==> config.mk <==
export PLATFORM = sky130hd
export DESIGN_NAME = dmem_port_arbiter
export DESIGN_NICKNAME = d
export VERILOG_FILES = /design/src/rtl/dmem_port_arbiter.sv
export SDC_FILE = /design/constraint.sdc
export NUM_CORES = 1
export LEC_CHECK = 0
export BUFFER_PORTS_ARGS = -buffer_cell sky130_fd_sc_hd__buf_4
export CAP_MARGIN = 30
export CORE_MARGIN = 2
export CORE_UTILIZATION = 27
export DETAILED_ROUTE_END_ITERATION = 6
export PLACE_DENSITY = 0.65
export SYNTH_ARGS = -nofsm -noshare
export SYNTH_HDL_FRONTEND = slang
export SYNTH_SLANG_ARGS = --single-unit
export TNS_END_PERCENT = 1
==> constraint.sdc <==
create_clock -name clk -period 3.4 [get_ports clk]
set_input_delay 0.34 -clock clk [delete_from_list [all_inputs] [get_ports clk]]
set_output_delay 0.34 -clock clk [all_outputs]
set_load 0.005 [all_outputs]
==> src/rtl/dmem_port_arbiter.sv <==
// Arbitrates the single DMEM port between MEM-stage loads and STQ retirement, with fence drain.
// Optional macro DMEM_ARB_PERF_EN adds perf_ld_stall, a saturating count of stalled load cycles.
module dmem_port_arbiter #(
  parameter int unsigned AM       = 11,
  parameter int unsigned DEPTH    = 2,
  parameter int unsigned MAX_WAIT = 4
) (
  input  logic          clk,
  input  logic          reset_n,
  input  logic          ld_req,
  input  logic [AM-2:0] ld_addr,
  output logic          ld_gnt,
  input  logic          mem_stq_commit,
  input  logic          stq_mem_req,
  input  logic [AM-2:0] stq_mem_addr,
  input  logic [31:0]   stq_mem_data,
  input  logic [3:0]    stq_mem_wenb,
  output logic          stq_mem_ack,
  input  logic          fence_req,
  output logic          fence_done,
  output logic          dm_en,
  output logic [3:0]    dm_wenb,
  output logic [AM-2:0] dm_addr,
  output logic [31:0]   dm_wdata
`ifdef DMEM_ARB_PERF_EN
  ,
  output logic [15:0]   perf_ld_stall
`endif
);

  localparam int unsigned OW = $clog2(DEPTH + 1);
  localparam int unsigned SW = $clog2(MAX_WAIT + 1);
  localparam logic [OW-1:0] OCC_FULL   = OW'(DEPTH);
  localparam logic [SW-1:0] STARVE_MAX = SW'(MAX_WAIT);

  typedef enum logic {RUN = 1'b0, DRAIN = 1'b1} state_e;

  state_e          state_q, state_d;
  logic [OW-1:0]   occ_q, occ_d;
  logic [SW-1:0]   starve_q, starve_d;
  logic            st_win;

  // Zero-latency grant decision; outputs held quiet while reset is asserted.
  always_comb begin
    st_win      = reset_n & stq_mem_req &
                  ((state_q == DRAIN) | (occ_q == OCC_FULL) | (starve_q == STARVE_MAX) | ~ld_req);
    stq_mem_ack = st_win;
    ld_gnt      = reset_n & ld_req & ~st_win & (state_q == RUN);
  end

  // Occupancy, starvation and fence-drain next state.
  always_comb begin
    occ_d      = occ_q + OW'(mem_stq_commit) - OW'(st_win);
    starve_d   = '0;
    state_d    = state_q;
    fence_done = 1'b0;
    if (stq_mem_req & ~st_win) begin
      starve_d = (starve_q == STARVE_MAX) ? starve_q : starve_q + SW'(1);
    end
    case (state_q)
      RUN: begin
        if (fence_req) state_d = DRAIN;
      end
      DRAIN: begin
        if (occ_d == '0) begin
          state_d    = RUN;
          fence_done = reset_n;
        end
      end
      default: state_d = RUN;
    endcase
  end

  // SRAM port mux: retiring store has priority over a granted load.
  always_comb begin
    dm_en    = 1'b0;
    dm_wenb  = '0;
    dm_addr  = '0;
    dm_wdata = '0;
    if (st_win) begin
      dm_en    = 1'b1;
      dm_wenb  = stq_mem_wenb;
      dm_addr  = stq_mem_addr;
      dm_wdata = stq_mem_data;
    end else if (ld_gnt) begin
      dm_en    = 1'b1;
      dm_addr  = ld_addr;
    end
  end

  always_ff @(posedge clk or negedge reset_n) begin
    if (!reset_n) begin
      state_q  <= RUN;
      occ_q    <= '0;
      starve_q <= '0;
    end else begin
      state_q  <= state_d;
      occ_q    <= occ_d;
      starve_q <= starve_d;
    end
  end

`ifdef DMEM_ARB_PERF_EN
  logic [15:0] perf_q, perf_d;

  always_comb begin
    perf_d = perf_q;
    if (ld_req & ~ld_gnt & (perf_q != 16'hFFFF)) perf_d = perf_q + 16'd1;
  end

  always_ff @(posedge clk or negedge reset_n) begin
    if (!reset_n) perf_q <= '0;
    else          perf_q <= perf_d;
  end

  assign perf_ld_stall = perf_q;
`endif

  // A full STQ always wins the port, so a commit into it must coincide with a retirement.
  commit_when_full_a : assert property (@(posedge clk) disable iff (!reset_n)
    !(mem_stq_commit && (occ_q == OCC_FULL) && !stq_mem_ack));

endmodule

==> results of run 1 <==
-- worst register-to-register path: cells and delay by family, from the launching register on --
| kind | cells | cell delay [ns] |
|---|---|---|
| fa+ha+maj | 3 | 0.65 |
| compound gates | 2 | 0.55 |
| simple gates | 2 | 0.37 |
| flops | 1 | 0.34 |
| xor+xnor | 1 | 0.23 |
| buf+inv | 2 | 0.12 |
-- metrics by stage --
stage               instance area, um^2  utilization, %  hold WS, ns
finish                             1950            52.8        0.368
global route                       1950            52.8        0.391
CTS                                1940            52.6        0.364
detailed placement                 1890            51.2        0.225
global placement                   1890            51.2        0.224
floorplan                          1050               -       0.0444
-- final cells by class --
type / instances / area [um^2] / area share (%)
Timing Repair Buffer: 114 / 858 / 44.1
Multi-Input combinational cell: 113 / 818 / 42.0
Sequential cell: 6 / 150 / 7.71
Clock buffer: 3 / 41.3 / 2.12
Inverter: 5 / 18.8 / 0.964
Tap cell: 48 / 60.1 / 3.08
-- layer usage --
| layer | global-route usage (%) | share of wire, % |
|---|---|---|
| met4 | 6.12 | 1.4 |
| met5 | 0 | 0 |
| met2 | 26.9 | 49 |
| met1 | 19.7 | 38 |
| met3 | 5.96 | 11 |
-- power breakdown --
part           leakage [nW]  switching, mW  internal, mW  total, mW
Sequential           0.0745         0.0143        0.0933      0.108
Clock                0.0216         0.0343        0.0763      0.111
Combinational         0.893          0.175         0.223      0.397
-- synthesized netlist by cell type --
master     count
a2111oi_4      1
a211oi_1       2
a21boi_0       1
a21oi_1        1
a32oi_1       10
and2_1        37
and2_4         1
and3_1         1
and4b_1        1
buf_1          1
buf_2          5
buf_6          2
clkbuf_1       7
dfrtp_1        6
ha_1           4
inv_1          5
mux2i_1        1
nand2_1       11
nand2b_4       1
nand3_1       10
nor2_1         4
nor2b_1        1
nor4bb_1       1
o211ai_1      10
o21ai_0        1
o31a_2         1
or3_4          1
or4_1         10
xnor2_1        1
xor3_1         1
-- final timing paths --
kind | to | slack [ns] | cells past startpoint
worst max register to register | state_q$_DFF_PN0_ | 1.02 | 10
max in group asynchronous | starve_q[0]$_DFFE_PN0P_ | 2.64 | 2
worst max-delay path | fence_done | 0.27 | 11
min in group asynchronous | occ_q[0]$_DFF_PN0_ | 0.54 | 2
worst min register to register | state_q$_DFF_PN0_ | 0.54 | 1
worst min-delay path | occ_q[0]$_DFF_PN0_ | 0.37 | 2
-- repair_timing --
item,in CTS,in global routing
setup endpoints to repair,0,1
resized for setup,0,1
hold buffers,1,0
buffers inserted,0,0
hold endpoints to repair,6,0
-- flip-flops by register name (all words and copies together), names as in the netlist --
| register | flops |
|---|---|
| occ_q | 2 |
| starve_q | 3 |
| state_q | 1 |
-- kinds of logic (layout without fill, tap and decap cells) --
| kind of cell | count (synthesis) | in the layout |
|---|---|---|
| compound gates | 27 | 27 |
| xor+xnor | 2 | 2 |
| fa+ha+maj | 4 | 4 |
| buf+inv | 20 | 122 |
| flops | 6 | 6 |
| mux | 1 | 1 |
| simple gates | 79 | 79 |
==> flow_metrics.py, run 1 <==
metrics = {
    "critical_path": {
        "critPathKind": "input pin to primary output",
        "path_buf_inv": 4,
        "startpoint": "reset_n",
        "arrival_ns": 2.79,
        "crit_fanout": 38,
        "crit_slowest_cell": "dlygate4sd3_1",
        "crit_required_ns": 3.06,
        "crit_family": "buffers and inverters",
        "r2r-start": "starve_q[0]$_DFFE_PN0P_",
        "cp-end-kind": "primary output",
        "critPathLaunchType": "input pin",
        "max_stage_delay_ns": 0.53,
        "cp_cell_sequence": "dlygate4sd3_1 > buf_4 > and2_1 > o31a_4 > ha_1 > inv_1 > ha_1 > xor3_1 > nor2_1 > and3_1 > buf_4",
    },
    "logic_synthesis": {
        "synthesis.instances": 139,
        "synth-compound-area-share_pct": 22.1,
        "synth_fp_nets": 205,
        "synth.distinct_cells": 30,
        "synthMuxAreaShare_pct": 0.952,
        "netlist_area_um2": 1050,
        "synth_top_cell_by_area": "and2_1",
        "ys_ff_latch": 6,
        "synth.top_cell.area_share_pct": 22.0,
        "synth_xor_area_share_pct": 3.10,
        "yosysSeqAreaShare_pct": 14.3,
        "synth_area_leaders": "and2_1 22%, dfrtp_1 14%, a32oi_1 8.3%",
        "synth-simple-area-share_pct": 45.6,
        "synth_top_family_by_area": "simple AND/OR/NAND/NOR gates",
        "yosys.area_share.adder_pct": 4.76,
        "avgSynthCellArea_um2": 7.56,
        "synth-warning-count": 0,
    },
    "sta": {
        "rsz0062_at_grt": "no",
        "fmax_mhz": 319,
        "final.setup.worst_slack_ns": 0.269,
        "setup_viol": 0,
        "worst_slew_pin_slew_ns": 1.04,
        "final_hold_viol_count": 0,
        "period_share_pct": 92.1,
        "drv_slew": 0,
        "slew_headroom_pct": 29.9,
        "worst_clock_skew_ns": 0.00125,
        "period_minus_slack_ns": 3.13,
        "setup_tns_ns": 0,
    },
    "clocking": {
        "worstSkewPairLatency_ns": 0.23,
        "clock_sinks": 6,
        "cts_tree": "built",
        "htreeDepth": 1,
        "clk_path_buf_depth": 2,
        "cts_buffers": 3,
        "clkTransAtPathRegs_ns": 0.04,
        "cts.root.buffer_cell": "clkbuf_8",
    },
    "layout": {
        "final_cells": 289,
        "nFillCells": 392,
        "layout-drive-gt1-share_pct": 50.6,
        "area_growth_pct": 85.2,
        "layout_commonest_cell": "buf_4",
        "diodes": 0,
        "final_cell_mix": "113 x buf_4, 37 x and2_1, 11 x nand2_1",
        "nets": 309,
    },
    "placed_design": {
        "dp.cells": 285,
        "place.gp.congestion": 0.756,
        "dp_slack_ns": 0.461,
        "port_buffers": 111,
        "dp_hpwl_um": 2910,
    },
    "run_status": {
        "status": "finished clean",
    },
    "global_routing": {
        "grt_pass1_vias": 1255,
        "overflow": 0,
        "grt_max_degree": 39,
        "grtUsageTotal_pct": 16.5,
        "antenna_found_initial": 0,
        "grt_pass1_wl_um": 5620,
    },
    "die": {
        "dieWidth_um": 66.4,
        "initial_utilization_pct": 28.5,
        "die_y_um": 66.4,
        "ioPinCount": 112,
        "num_rows": 22,
        "coreArea_um2": 3690,
        "dieArea_um2": 4410,
    },
    "route": {
        "viasPerCell": 5.00,
        "wire_per_inst_um": 12.7,
        "final_antenna_net_count": 0,
        "drt-initial-drc-count": 117,
        "drc": 0,
        "num_vias": 1444,
        "drt_pass1_iterations": 4,
        "postRouteWirelength_um": 3680,
    },
    "min_path": {
        "hold_path_class": "input pin to register",
        "min_from": "mem_stq_commit",
    },
    "power": {
        "ir_drop_mv": 0.127,
        "fin_total_pwr_uw": 616,
        "power_leakage_nw": 0.989,
        "p_per_area_nw_per_um2": 316,
    },
    "job": {
        "maxCapViolCount": 0,
    },
}
(Power assumes the default switching activity.)
==> inputs of run 2 (changes only) <==
- PLACE_DENSITY: 0.65 -> 0.64
==> run 2 against run 1 <==
Non-clock buffer count up 2. Setup slack better by 0.024 ns. Register-to-register slack better by 0.13 ns. Die area unchanged. Hold slack better by 0.0049 ns. Core utilization up 0.20 points. Sequential share of layout area about the same. Design area up 0.39%. Power down 0.16%. Final cell count up 0.69%. Wire length up 1.8%. Sequential cell count unchanged. Critical path type unchanged.
==> flow_metrics.py, run 2 (synthesis results as in run 1) <==
metrics = {
    "run_status": {
        "status": "finished clean",
    },
    "power": {
        "ir_drop_mv": 0.231,
        "p_per_area_nw_per_um2": 314,
        "fin_total_pwr_uw": 615,
        "power_leakage_nw": 0.997,
    },
    "layout": {
        "final_cells": 291,
        "layout_commonest_cell": "buf_4",
        "top_regs": "starve_q: 3 flops, occ_q: 2 flops, state_q: 1 flops",
        "layout-drive-gt1-share_pct": 51.0,
        "nets": 311,
        "diodes": 0,
        "largest-register": "starve_q",
        "nFillCells": 384,
        "seqCellArea_um2": 150,
        "final_cell_mix": "115 x buf_4, 37 x and2_1, 11 x nand2_1",
        "multiInputGateArea_um2": 811,
        "largest_reg_flops": 3,
        "area_growth_pct": 86.0,
    },
    "sta": {
        "period_share_pct": 91.4,
        "final_hold_viol_count": 0,
        "rsz0062_at_grt": "no",
        "period_minus_slack_ns": 3.11,
        "fmax_mhz": 322,
        "setup_tns_ns": 0,
        "setup_viol": 0,
        "worst_clock_skew_ns": 0.000942,
        "drv_slew": 0,
        "worst_slew_pin_slew_ns": 0.253,
        "slew_headroom_pct": 83.1,
    },
    "clocking": {
        "htreeDepth": 1,
        "clock_sinks": 6,
        "worstSkewPairLatency_ns": 0.22,
        "cts_resized": 0,
        "cts_tree": "built",
        "clk_path_buf_depth": 2,
        "cts_buffers": 3,
        "cts.root.buffer_cell": "clkbuf_8",
        "clkTransAtPathRegs_ns": 0.03,
    },
    "critical_path": {
        "crit_fanout": 24,
        "arrival_ns": 2.77,
        "critPathKind": "input pin to primary output",
        "critPathLaunchType": "input pin",
        "cp-end-kind": "primary output",
        "crit_required_ns": 3.06,
    },
    "placed_design": {
        "dp.cells": 287,
        "port_buffers": 111,
        "dp_hpwl_um": 2970,
        "place.gp.congestion": 0.698,
    },
    "route": {
        "drt-initial-drc-count": 118,
        "viasPerCell": 4.80,
        "drt_pass1_iterations": 4,
        "final_antenna_net_count": 0,
        "drc": 0,
        "postRouteWirelength_um": 3750,
        "wire_per_inst_um": 12.9,
        "num_vias": 1397,
    },
    "global_routing": {
        "overflow": 0,
        "grt_pass1_wl_um": 5700,
        "grt_pass1_vias": 1256,
        "grt_max_degree": 38,
        "grtUsageTotal_pct": 16.8,
        "antenna_found_initial": 0,
    },
    "die": {
        "initial_utilization_pct": 28.5,
        "dieArea_um2": 4410,
        "num_rows": 22,
        "ioPinCount": 112,
        "die_y_um": 66.4,
        "coreArea_um2": 3690,
        "dieWidth_um": 66.4,
    },
    "min_path": {
        "hold_path_class": "input pin to register",
    },
    "job": {
        "maxCapViolCount": 0,
    },
}
## run 2: cell count changes in the layout (fill, tap and decap cells not counted)
cell,previous run,this run
buf_4,113,115
o31a_2,0,1
o31a_4,1,0
## run 2: final cells by class
type	count	share of cell area (%)
clock buffer	3	2.11
inverter	5	0.960
multi-input combinational	113	41.5
sequential	6	7.68
tap	48	3.07
timing repair buffer	116	44.7
## run 2: metrics by stage
step           util [%]  hold slack, ns  setup slack (ns)  cell area (um^2)
4_1_cts            53.0           0.371             0.273              1950
2_1_floorplan         -          0.0444             0.732              1050
3_5_place_dp       51.6           0.225             0.742              1900
5_1_grt            53.0           0.368            0.0769              1950
3_3_place_gp       51.6           0.223             0.802              1900
6_report           53.0           0.373             0.293              1950
## run 2: power breakdown
group	total (mW)	switching (mW)	internal (mW)	leakage [nW]
logic	0.401	0.177	0.224	0.900
clock network	0.105	0.0287	0.0759	0.0216
registers	0.109	0.0161	0.0933	0.0745
total	0.615	0.222	0.393	0.997
## run 2: final timing paths
check	startpoint	end	slack [ns]	cells past startpoint
setup / recovery	reset_n	fence_done	0.29	12
hold / removal	mem_stq_commit	occ_q[0]$_DFF_PN0_	0.37	2
hold reg to reg	state_q$_DFF_PN0_	state_q$_DFF_PN0_	0.56	1
max in group asynchronous	reset_n	starve_q[2]$_DFFE_PN0P_	2.66	2
setup reg to reg	starve_q[0]$_DFFE_PN0P_	state_q$_DFF_PN0_	1.15	10
min in group asynchronous	reset_n	occ_q[1]$_DFF_PN0_	0.53	2
## run 2: what timing repair did
| item | 4_1_cts | 5_1_grt |
|---|---|---|
| endpoints found under the hold margin | 6 | 0 |
| setup buffers | 0 | 0 |
| hold buffers | 1 | 0 |
| endpoints found under the setup margin | 0 | 0 |
## run 2: critical path, cell delays in order
cell	delay (ns)
dlygate4sd3_1	0.52
buf_4	0.26
and2_1	0.16
buf_4	0.22
o31a_2	0.19
ha_1	0.22
inv_1	0.05
ha_1	0.14
xor3_1	0.24
nor2_1	0.13
and3_1	0.17
buf_4	0.11
## run 2: metal layers
layer,vias to the layer above,track usage (%),share of wire (%)
met5,-,0,0
met4,0,3.06,0.72
met3,4,9.03,14
met2,80,27.9,49
met1,600,19.1,37
li1,713,-,-
==> inputs of run 3 (changes only) <==
- PLACE_DENSITY: 0.64 -> 0.72
==> run 3 against run 2 <==
Global-route usage decreased by 0.38 points. Sequential cell count unchanged. Wire length increased by 1.8%. Setup slack got worse by 0.0097 ns. Clock skew increased by 0.0011 ns. Core utilization decreased by 0.10 points. Fmax decreased by 0.31%. Final cell count decreased by 0.69%. Design area decreased by 0.19%. Largest cell class unchanged.
==> flow_metrics.py, run 3 (synthesis results as in run 1) <==
metrics = {
    "clocking": {
        "clock_sinks": 6,
        "post_cts_buffers": 0,
        "clkTransAtPathRegs_ns": 0.04,
        "cts_tree": "built",
        "cts.root.buffer_cell": "clkbuf_8",
        "cts_buffers": 3,
        "htreeDepth": 1,
        "clk_path_buf_depth": 2,
        "worstSkewPairLatency_ns": 0.23,
    },
    "route": {
        "viasPerCell": 4.91,
        "drc": 0,
        "top_layer": "met4",
        "drt_pass1_iterations": 4,
        "wl_met3_um": 547,
        "wire_per_inst_um": 13.2,
        "num_vias": 1418,
        "final_antenna_net_count": 0,
        "postRouteWirelength_um": 3810,
        "drt-initial-drc-count": 63,
        "wl_met2_um": 1870,
        "wl_met1_um": 1370,
    },
    "layout": {
        "final_cell_mix": "112 x buf_4, 37 x and2_1, 11 x nand2_1",
        "diodes": 0,
        "nets": 309,
        "layout-drive-gt1-share_pct": 50.6,
        "area_growth_pct": 85.6,
        "finalInstanceArea_um2": 1950,
        "layout_commonest_cell": "buf_4",
        "seqCellArea_um2": 150,
        "top_regs": "starve_q: 3 flops, occ_q: 2 flops, state_q: 1 flops",
        "largest-register": "starve_q",
        "multiInputGateArea_um2": 818,
        "nFillCells": 377,
        "largest_reg_flops": 3,
    },
    "sta": {
        "period_minus_slack_ns": 3.12,
        "drv_slew": 0,
        "worst_slew_pin_slew_ns": 0.970,
        "whs_ns": 0.360,
        "slew_headroom_pct": 34.4,
        "setup_viol": 0,
        "fmax_mhz": 321,
        "period_share_pct": 91.7,
        "setup_tns_ns": 0,
        "worst_clock_skew_ns": 0.00207,
        "rsz0062_at_grt": "no",
        "final_hold_viol_count": 0,
    },
    "critical_path": {
        "path_buf_inv": 4,
        "crit_fanout": 38,
        "critPathLaunchType": "input pin",
        "crit_family": "buffers and inverters",
        "arrival_ns": 2.78,
        "cp-end-kind": "primary output",
        "critPathKind": "input pin to primary output",
        "cp_cell_sequence": "dlygate4sd3_1 > buf_4 > and2_1 > o31a_4 > ha_1 > inv_1 > ha_1 > xor3_1 > nor2_1 > and3_1 > buf_4",
        "crit_required_ns": 3.06,
        "max_stage_delay_ns": 0.53,
        "crit_slowest_cell": "dlygate4sd3_1",
    },
    "die": {
        "initial_utilization_pct": 28.5,
        "dieArea_um2": 4410,
        "dieWidth_um": 66.4,
        "coreArea_um2": 3690,
        "ioPinCount": 112,
        "num_rows": 22,
        "die_y_um": 66.4,
    },
    "min_path": {
        "hold_path_class": "input pin to register",
    },
    "placed_design": {
        "port_buffers": 111,
        "place.gp.congestion": 0.733,
        "place_area_um2": 1890,
        "dp_hpwl_um": 3040,
    },
    "global_routing": {
        "overflow": 0,
        "grt_max_degree": 39,
        "antenna_found_initial": 0,
        "grtUsageTotal_pct": 16.4,
        "grt_pass1_vias": 1282,
        "grt_pass1_wl_um": 5580,
    },
    "power": {
        "power_leakage_nw": 0.990,
        "ir_drop_mv": 0.134,
        "p_sw_uw": 224,
        "seqPwrFrac_pct": 17.6,
        "p_per_area_nw_per_um2": 317,
        "power.internal_uw": 396,
        "clkPwrFrac_pct": 17.7,
        "comb_power_share_pct": 64.7,
        "switching_share_pct": 36.1,
    },
    "run_status": {
        "status": "finished clean",
    },
    "job": {
        "maxCapViolCount": 0,
    },
}
-- run 3: cell types whose count changed in the layout (fill, tap and decap cells not counted), sizes merged --
| cell | before | now |
|---|---|---|
| buf | 115 | 113 |
-- run 3: path summary, 6_finish.rpt --
path	startpoint	endpoint	slack [ns]	cells past startpoint
setup / recovery	reset_n	fence_done	0.28	11
hold / removal	fence_req	state_q$_DFF_PN0_	0.36	3
setup reg to reg	starve_q[0]$_DFFE_PN0P_	state_q$_DFF_PN0_	1.00	10
hold reg to reg	state_q$_DFF_PN0_	state_q$_DFF_PN0_	0.56	1
max in group asynchronous	reset_n	starve_q[0]$_DFFE_PN0P_	2.67	2
min in group asynchronous	reset_n	state_q$_DFF_PN0_	0.53	2
-- run 3: through the flow --
| stage | setup slack [ns] | total power, mW | cells | utilization (%) |
|---|---|---|---|---|
| 2_1_floorplan | 0.732 | 0.321 | 139 | - |
| 3_3_place_gp | 0.0220 | 0.491 | 284 | 51.0 |
| 3_5_place_dp | 0.450 | 0.513 | 285 | 51.3 |
| 4_1_cts | 0.0759 | 0.626 | 289 | 52.7 |
| 5_1_grt | 0.0902 | 0.672 | 289 | 52.9 |
| 6_report | 0.283 | 0.619 | 289 | 52.9 |
-- run 3: power groups by stage --
stage                     registers, mW  logic, mW  clock network (mW)
after detailed placement          0.110      0.403                   0
after global placement            0.108      0.383                   0
after floorplan                   0.105      0.216                   0
after global routing              0.111      0.445               0.116
after CTS                         0.109      0.406               0.112
final                             0.109      0.401               0.109
-- run 3: layout make-up --
type	instances	area share (%)
Timing Repair Buffer	114	44.2
Multi-Input combinational cell	113	41.9
Sequential cell	6	7.70
Tap cell	48	3.08
Clock buffer	3	2.12
Inverter	5	0.962
-- run 3: timing repair --
item	in CTS	in global routing
hold buffers	1	0
setup endpoints to repair	0	1
gates resized for setup	0	1
hold endpoints to repair	6	0
-- run 3: worst min-delay path, stage by stage --
cell and delay (ns):
buf_4 0.08, nor2_1 0.03, a21oi_1 0.10
-- run 3: metal layers --
layer  global-route usage (%)  vias to the layer above
li1                         -                      712
met3                     8.69                        4
met4                     5.36                        0
met2                     28.6                       72
met5                        0                        -
met1                     16.6                      630
